[config.mk]
export PLATFORM = sky130hd
export DESIGN_NAME = pkt_recv_flat
export DESIGN_NICKNAME = d
export VERILOG_FILES = /design/src/rtl/noc_pkg.sv /design/src/rtl/pkt_recv_if.sv /design/src/rtl/pkt_recv_popcnt.sv /design/src/rtl/pkt_recv.sv /design/src/flat_wrapper.sv
export SDC_FILE = /design/constraint.sdc
export NUM_CORES = 1
export LEC_CHECK = 0
export BUFFER_PORTS_ARGS = -buffer_cell sky130_fd_sc_hd__buf_2
export CORE_ASPECT_RATIO = 1.25
export CORE_MARGIN = 2
export CORE_UTILIZATION = 35
export CTS_BUF_LIST = sky130_fd_sc_hd__clkbuf_4 sky130_fd_sc_hd__clkbuf_8
export DETAILED_ROUTE_END_ITERATION = 10
export GPL_ROUTABILITY_DRIVEN = 0
export SYNTH_ARGS = -nofsm -noshare
export SYNTH_HDL_FRONTEND = slang
export SYNTH_HIERARCHICAL = 1
export SYNTH_SLANG_ARGS = --single-unit
[constraint.sdc]
create_clock -name clk -period 1.8 [get_ports clk]
set_clock_uncertainty 0.15 [all_clocks]
set_input_delay 0.18 -clock clk [delete_from_list [all_inputs] [get_ports clk]]
set_output_delay 0.18 -clock clk [all_outputs]
set_load 0.05 [all_outputs]
[src/rtl/noc_pkg.sv]
// Shared NoC definitions: flit type encodings, receiver error codes and the
// receiver FSM state enum.
package noc_pkg;

    typedef enum logic [1:0] {
        FLIT_NONE = 2'b00,
        FLIT_HEAD = 2'b01,
        FLIT_TAIL = 2'b10,
        FLIT_DATA = 2'b11
    } flit_type_e;

    localparam logic [1:0] ERR_NONE        = 2'b00;
    localparam logic [1:0] ERR_ORPHAN      = 2'b01;
    localparam logic [1:0] ERR_HEAD_IN_PKT = 2'b10;
    localparam logic [1:0] ERR_VCH_CHANGE  = 2'b11;

    typedef enum logic {
        ST_IDLE = 1'b0,
        ST_BODY = 1'b1
    } rx_state_e;

endpackage

[src/rtl/pkt_recv_if.sv]
// Incoming flit bus: flit data (type in the top two bits), valid strobe and
// virtual channel. The sender uses the master view, the receiver the slave view.
interface pkt_recv_if #(
    parameter int DATAW = 66,
    parameter int VCHW  = 1
);
    logic [DATAW-1:0] idata;
    logic             ivalid;
    logic [VCHW-1:0]  ivch;

    modport master (output idata, output ivalid, output ivch);
    modport slave  (input  idata, input  ivalid, input  ivch);
endinterface

[src/rtl/pkt_recv_popcnt.sv]
// 64-bit combinational population count, used by the optional toggle counter
// (PKT_RECV_TOGGLE_CNT_EN) of pkt_recv.
module pkt_recv_popcnt (
    input  logic [63:0] din,
    output logic [6:0]  ones
);

    // Sum the set bits of the input word
    always_comb begin
        ones = '0;
        for (int i = 0; i < 64; i++) begin
            ones = ones + 7'(din[i]);
        end
    end

endmodule

[src/rtl/pkt_recv.sv]
// Packet receiver: tracks HEAD/DATA/TAIL framing per packet, reports completed
// packets (length, destination, running count) and flags protocol errors.
// Optional macro PKT_RECV_TOGGLE_CNT_EN adds tog_cnt, a saturating count of
// bit toggles between successive DATA flit bodies.
module pkt_recv
    import noc_pkg::*;
#(
    parameter int DATAW = 66,
    parameter int VCHW  = 1,
    parameter int LENW  = 16
) (
    input  logic            clk,
    input  logic            rst_,
    pkt_recv_if.slave       in_flit,
    output logic            pkt_done,
    output logic [LENW-1:0] pkt_len,
    output logic [31:0]     pkt_dst,
    output logic [31:0]     pkt_cnt,
    output logic            err,
    output logic [1:0]      err_code
`ifdef PKT_RECV_TOGGLE_CNT_EN
    ,
    output logic [31:0]     tog_cnt
`endif
);

    rx_state_e       state_q;
    rx_state_e       state_d;
    flit_type_e      ftype;
    logic [VCHW-1:0] vch_q;
    logic [LENW-1:0] len_cnt;
    logic            done_d;
    logic            err_d;
    logic [1:0]      err_code_d;
    logic            head_take;
    logic            len_inc;

    assign ftype = flit_type_e'(in_flit.idata[DATAW-1 -: 2]);

    // FSM state register
    always_ff @(posedge clk or negedge rst_) begin
        if (!rst_) begin
            state_q <= ST_IDLE;
        end else begin
            state_q <= state_d;
        end
    end

    // Classify the accepted flit against the current state: next state,
    // completion/error events and datapath strobes
    always_comb begin
        state_d    = state_q;
        done_d     = 1'b0;
        err_d      = 1'b0;
        err_code_d = err_code;
        head_take  = 1'b0;
        len_inc    = 1'b0;
        if (in_flit.ivalid) begin
            case (ftype)
                FLIT_HEAD: begin
                    head_take = 1'b1;
                    state_d   = ST_BODY;
                    if (state_q == ST_BODY) begin
                        err_d      = 1'b1;
                        err_code_d = ERR_HEAD_IN_PKT;
                    end
                end
                FLIT_DATA, FLIT_TAIL: begin
                    if (state_q == ST_IDLE) begin
                        err_d      = 1'b1;
                        err_code_d = ERR_ORPHAN;
                    end else if (in_flit.ivch != vch_q) begin
                        err_d      = 1'b1;
                        err_code_d = ERR_VCH_CHANGE;
                        state_d    = ST_IDLE;
                    end else if (ftype == FLIT_TAIL) begin
                        done_d  = 1'b1;
                        state_d = ST_IDLE;
                    end else begin
                        len_inc = 1'b1;
                    end
                end
                default: begin
                end
            endcase
        end
    end

    // Packet datapath: header latch, payload counter, reported results and pulses
    always_ff @(posedge clk or negedge rst_) begin
        if (!rst_) begin
            vch_q    <= '0;
            len_cnt  <= '0;
            pkt_done <= 1'b0;
            pkt_len  <= '0;
            pkt_dst  <= '0;
            pkt_cnt  <= '0;
            err      <= 1'b0;
            err_code <= ERR_NONE;
        end else begin
            pkt_done <= done_d;
            err      <= err_d;
            err_code <= err_code_d;
            if (head_take) begin
                pkt_dst <= in_flit.idata[31:0];
                vch_q   <= in_flit.ivch;
                len_cnt <= '0;
            end else if (len_inc && (len_cnt != '1)) begin
                len_cnt <= len_cnt + 1'b1;
            end
            if (done_d) begin
                pkt_len <= len_cnt;
                pkt_cnt <= pkt_cnt + 32'd1;
            end
        end
    end

`ifdef PKT_RECV_TOGGLE_CNT_EN
    logic [63:0] prev_body;
    logic [6:0]  body_ones;
    logic [32:0] tog_sum;

    pkt_recv_popcnt u_popcnt (
        .din  (in_flit.idata[63:0] ^ prev_body),
        .ones (body_ones)
    );

    assign tog_sum = {1'b0, tog_cnt} + {26'd0, body_ones};

    // Accumulate toggles between successive DATA bodies; a HEAD restarts the reference
    always_ff @(posedge clk or negedge rst_) begin
        if (!rst_) begin
            prev_body <= '0;
            tog_cnt   <= '0;
        end else if (in_flit.ivalid) begin
            if (ftype == FLIT_HEAD) begin
                prev_body <= '0;
            end else if (ftype == FLIT_DATA) begin
                prev_body <= in_flit.idata[63:0];
                tog_cnt   <= tog_sum[32] ? 32'hFFFF_FFFF : tog_sum[31:0];
            end
        end
    end
`endif

endmodule

[src/flat_wrapper.sv]
// flat-port wrapper written by rule: the top's interface ports become plain ports
module pkt_recv_flat import noc_pkg::*;
#(
    parameter int DATAW = 66,
    parameter int VCHW  = 1,
    parameter int LENW  = 16
)
  (clk, rst_, pkt_done, pkt_len, pkt_dst, pkt_cnt, err, err_code, in_flit_idata, in_flit_ivalid, in_flit_ivch);
  pkt_recv_if #(.DATAW(DATAW), .VCHW(VCHW)) in_flit_i ();
  input  logic clk;
  input  logic rst_;
  output logic pkt_done;
  output logic [LENW-1:0] pkt_len;
  output logic [31:0] pkt_dst;
  output logic [31:0] pkt_cnt;
  output logic err;
  output logic [1:0] err_code;
  input wire logic [$bits(in_flit_i.idata)-1:0] in_flit_idata;
  input wire logic [$bits(in_flit_i.ivalid)-1:0] in_flit_ivalid;
  input wire logic [$bits(in_flit_i.ivch)-1:0] in_flit_ivch;
  assign in_flit_i.idata = in_flit_idata;
  assign in_flit_i.ivalid = in_flit_ivalid;
  assign in_flit_i.ivch = in_flit_ivch;
  pkt_recv #(.DATAW(DATAW), .VCHW(VCHW), .LENW(LENW)) u_core (.clk(clk), .rst_(rst_), .in_flit(in_flit_i), .pkt_done(pkt_done), .pkt_len(pkt_len), .pkt_dst(pkt_dst), .pkt_cnt(pkt_cnt), .err(err), .err_code(err_code));
endmodule
==> reports/results.txt <==
chip height: 131.3 µm
slew margin rel.: 72.15%
CTS sink count: 102
max-slew violations: 0
reg2reg path depth: 5
vias in the first global route: 3973
GRT overflow: 0
reg-to-reg endpoint: u_core/pkt_cnt[20]
Tcrit/Tclk final: 102.9%
CTS Buf Count: 9
synth unique cells: 46
final critical-path required period: 1853 ps
Leak: 3.458 nW
critical path class: flip-flop to flip-flop
Final ANT Viol Nets: 0
GRT Overall Usage: 16.80%
Worst Setup Start Kind: flip-flop
vias per inst: 4.826
vias: 3948
Mapped Cells: 434
final instance count without filler cells: 818
Slew @ Worst Pin: 412.3 ps
Fillers: 1141
most common cell after layout, fill and taps aside: nand2_1
CP Capture Type: flip-flop
Initial Utilization: 35.85%
drt total wl: 11840 µm
first-iteration detailed-routing DRC count: 181
Ports: 154
failing checks: setup timing
# port buffers: 121
r2r startpoint: u_core/pkt_cnt[7]
Multi-input gate area: 2106 µm²
register bit total from synthesis: 102
Synth Area per Inst: 10.46 µm²
Register Area: 2567 µm²
# nets final: 717
syn_nets: 506
Worst EP required: 1930 ps
CP startpoint: u_core/pkt_cnt[7]
crit path max fanout: 10
cell area after synthesis: 4539 µm²
maximum capacitance violations: 0
Remaining DRCs: 0
P per Cell Area: 825.1 nW/µm²
most frequent cells in the layout: nand2_1 (121), buf_2 (120), dfrtp_1 (90)
Fin. Hold Viols: 0
largest net degree at the start of global routing: 41
Final setup viols: 12
reg-to-reg slack, setup: -50 ps
placed wire-length estimate: 7820 µm
initial antenna violation count: 0
fmax: 0.5398 GHz
num rows: 46
DR pass1 iterations: 4
Area Growth Syn to Fin: 46.14%
RSZ-0062 raised after global routing: yes
worst skew pair latency: 360 ps
H-tree depth: 3
crit path DAT: 1980 ps
worst hold margin: 61.68 ps
YS warnings: 6
CTS Root Cell: clkbuf_8
Die X: 105.9 µm
full die area: 13900 µm²
core area: 12660 µm²
status: finished with violations
clock slew at reported path FFs: 90 ps
PnR worst setup slack: -52.58 ps
dpl cells: 760
CTS tree: yes
sequential area share after synthesis: 56.23%
first-pass GRT wire length: 19100 µm
Tot Pwr: 0.005474 W
FFs w/ async S/R, synth: 100.0%
Antenna Cells: 0
share of layout cells above drive strength 1: 43.85%
Hold/Removal Path Class: primary input to async pin
count of flip-flops with a built-in enable after synthesis: 0
Clock Path Buffers: 2
Worst setup endpoint: u_core/pkt_cnt[20]
predominant post-synthesis flop cell: dfrtp_1
Wirelength per Cell: 14.47 µm
IR drop worst, VDD: 0.5684 mV
[metrics by stage]
step | utilization, % | TNS [ps] | worst slack, ps | area [µm²]
3_3_place_gp | 45.98 | -78.00 | -17.90 | 5822
6_report | 52.39 | -263.4 | -52.58 | 6634
3_5_place_dp | 45.98 | -661.1 | -73.63 | 5822
2_1_floorplan | - | -3745 | -222.6 | 4623
4_1_cts | 50.54 | -249.7 | -50.20 | 6400
5_1_grt | 52.39 | -2639 | -152.7 | 6634
[worst min path at each step]
stage / to / slack [ps] / depth (start not counted)
after floorplan: u_core/err / -270 / 0
final: u_core/pkt_cnt[26] / 60 / 2
after CTS: u_core/pkt_cnt[26] / 50 / 2
after global placement: u_core/pkt_cnt[27] / -90 / 1
after global routing: u_core/pkt_cnt[26] / 50 / 2
after detailed placement: u_core/pkt_cnt[27] / -90 / 1
[flip-flops by register name, indices dropped and copies added (netlist names)]
register,count
u_core/pkt_dst,32
u_core/state_q,1
u_core/err_code,2
u_core/pkt_cnt,32
u_core/pkt_done,1
u_core/vch_q,1
u_core/err,1
u_core/len_cnt,16
u_core/pkt_len,16
[report_power, final]
part           internal [W]  switching, W  total, W
Clock              0.000749      0.000757   0.00151
Sequential          0.00247      0.000124   0.00260
Combinational      0.000392      0.000978   0.00137
[routing by layer]
layer  vias to the layer above  wire (µm)  share of wire [%]  global-route usage (%)
met5                         -          0                  0                       0
met4                         0        113               0.95                   5.044
met3                         7        617                5.2                   4.117
met2                        99       5874                 50                   28.17
met1                      1911       5233                 44                   21.42
li1                       1931          -                  -                       -
[final cells by class]
cell class	instances	area share, %
inverter	3	0.1697
clock buffer	13	2.508
sequential	102	38.70
multi-input combinational	308	31.74
tap	168	3.169
clock inverter	3	0.6413
timing repair buffer	221	23.07
[worst max-delay path, stage by stage (launching register included)]
cell and delay (ps):
dfrtp_2 380, nand4_1 130, or4_4 540, buf_12 200
nor3_2 190, xor2_1 180
[synth_stat cells (3+ instances only)]
cell type	n	area share [%]
and3_1	7	0.96
nor4_1	14	1.9
nor2_1	8	0.66
or4_1	8	1.3
nand4_1	11	1.5
dfrtp_1	102	56
clkbuf_1	13	1.1
inv_1	3	0.25
o21a_1	3	0.50
and4_1	4	0.77
o31ai_1	6	0.99
nand2_1	121	10
nor3_1	11	1.2
buf_2	4	0.44
o2bb2ai_1	4	0.77
xnor2_1	8	1.5
mux2_2	18	4.5
xor2_1	28	5.4
nand3_1	18	2.0
a21oi_1	10	1.1
[timing repair]
action / 4_1_cts / 5_1_grt
hold buffers: 34 / 0
hold endpoints to repair: 135 / 0
cloned: 0 / 2
pin swaps: 2 / 9
buffers inserted: 0 / 6
endpoints found under the setup margin: 30 / 51
resized for setup: 7 / 39
[kinds of logic after synthesis]
kind of cell / Yosys count / share of synthesized area [%]
mux: 18 / 4.465
flops: 102 / 56.23
buf+inv: 24 / 2.591
xor+xnor: 36 / 6.946
compound gates: 35 / 5.458
simple gates: 217 / 23.76
fa+ha+maj: 2 / 0.5512
Power figures use the tool's default switching activity.
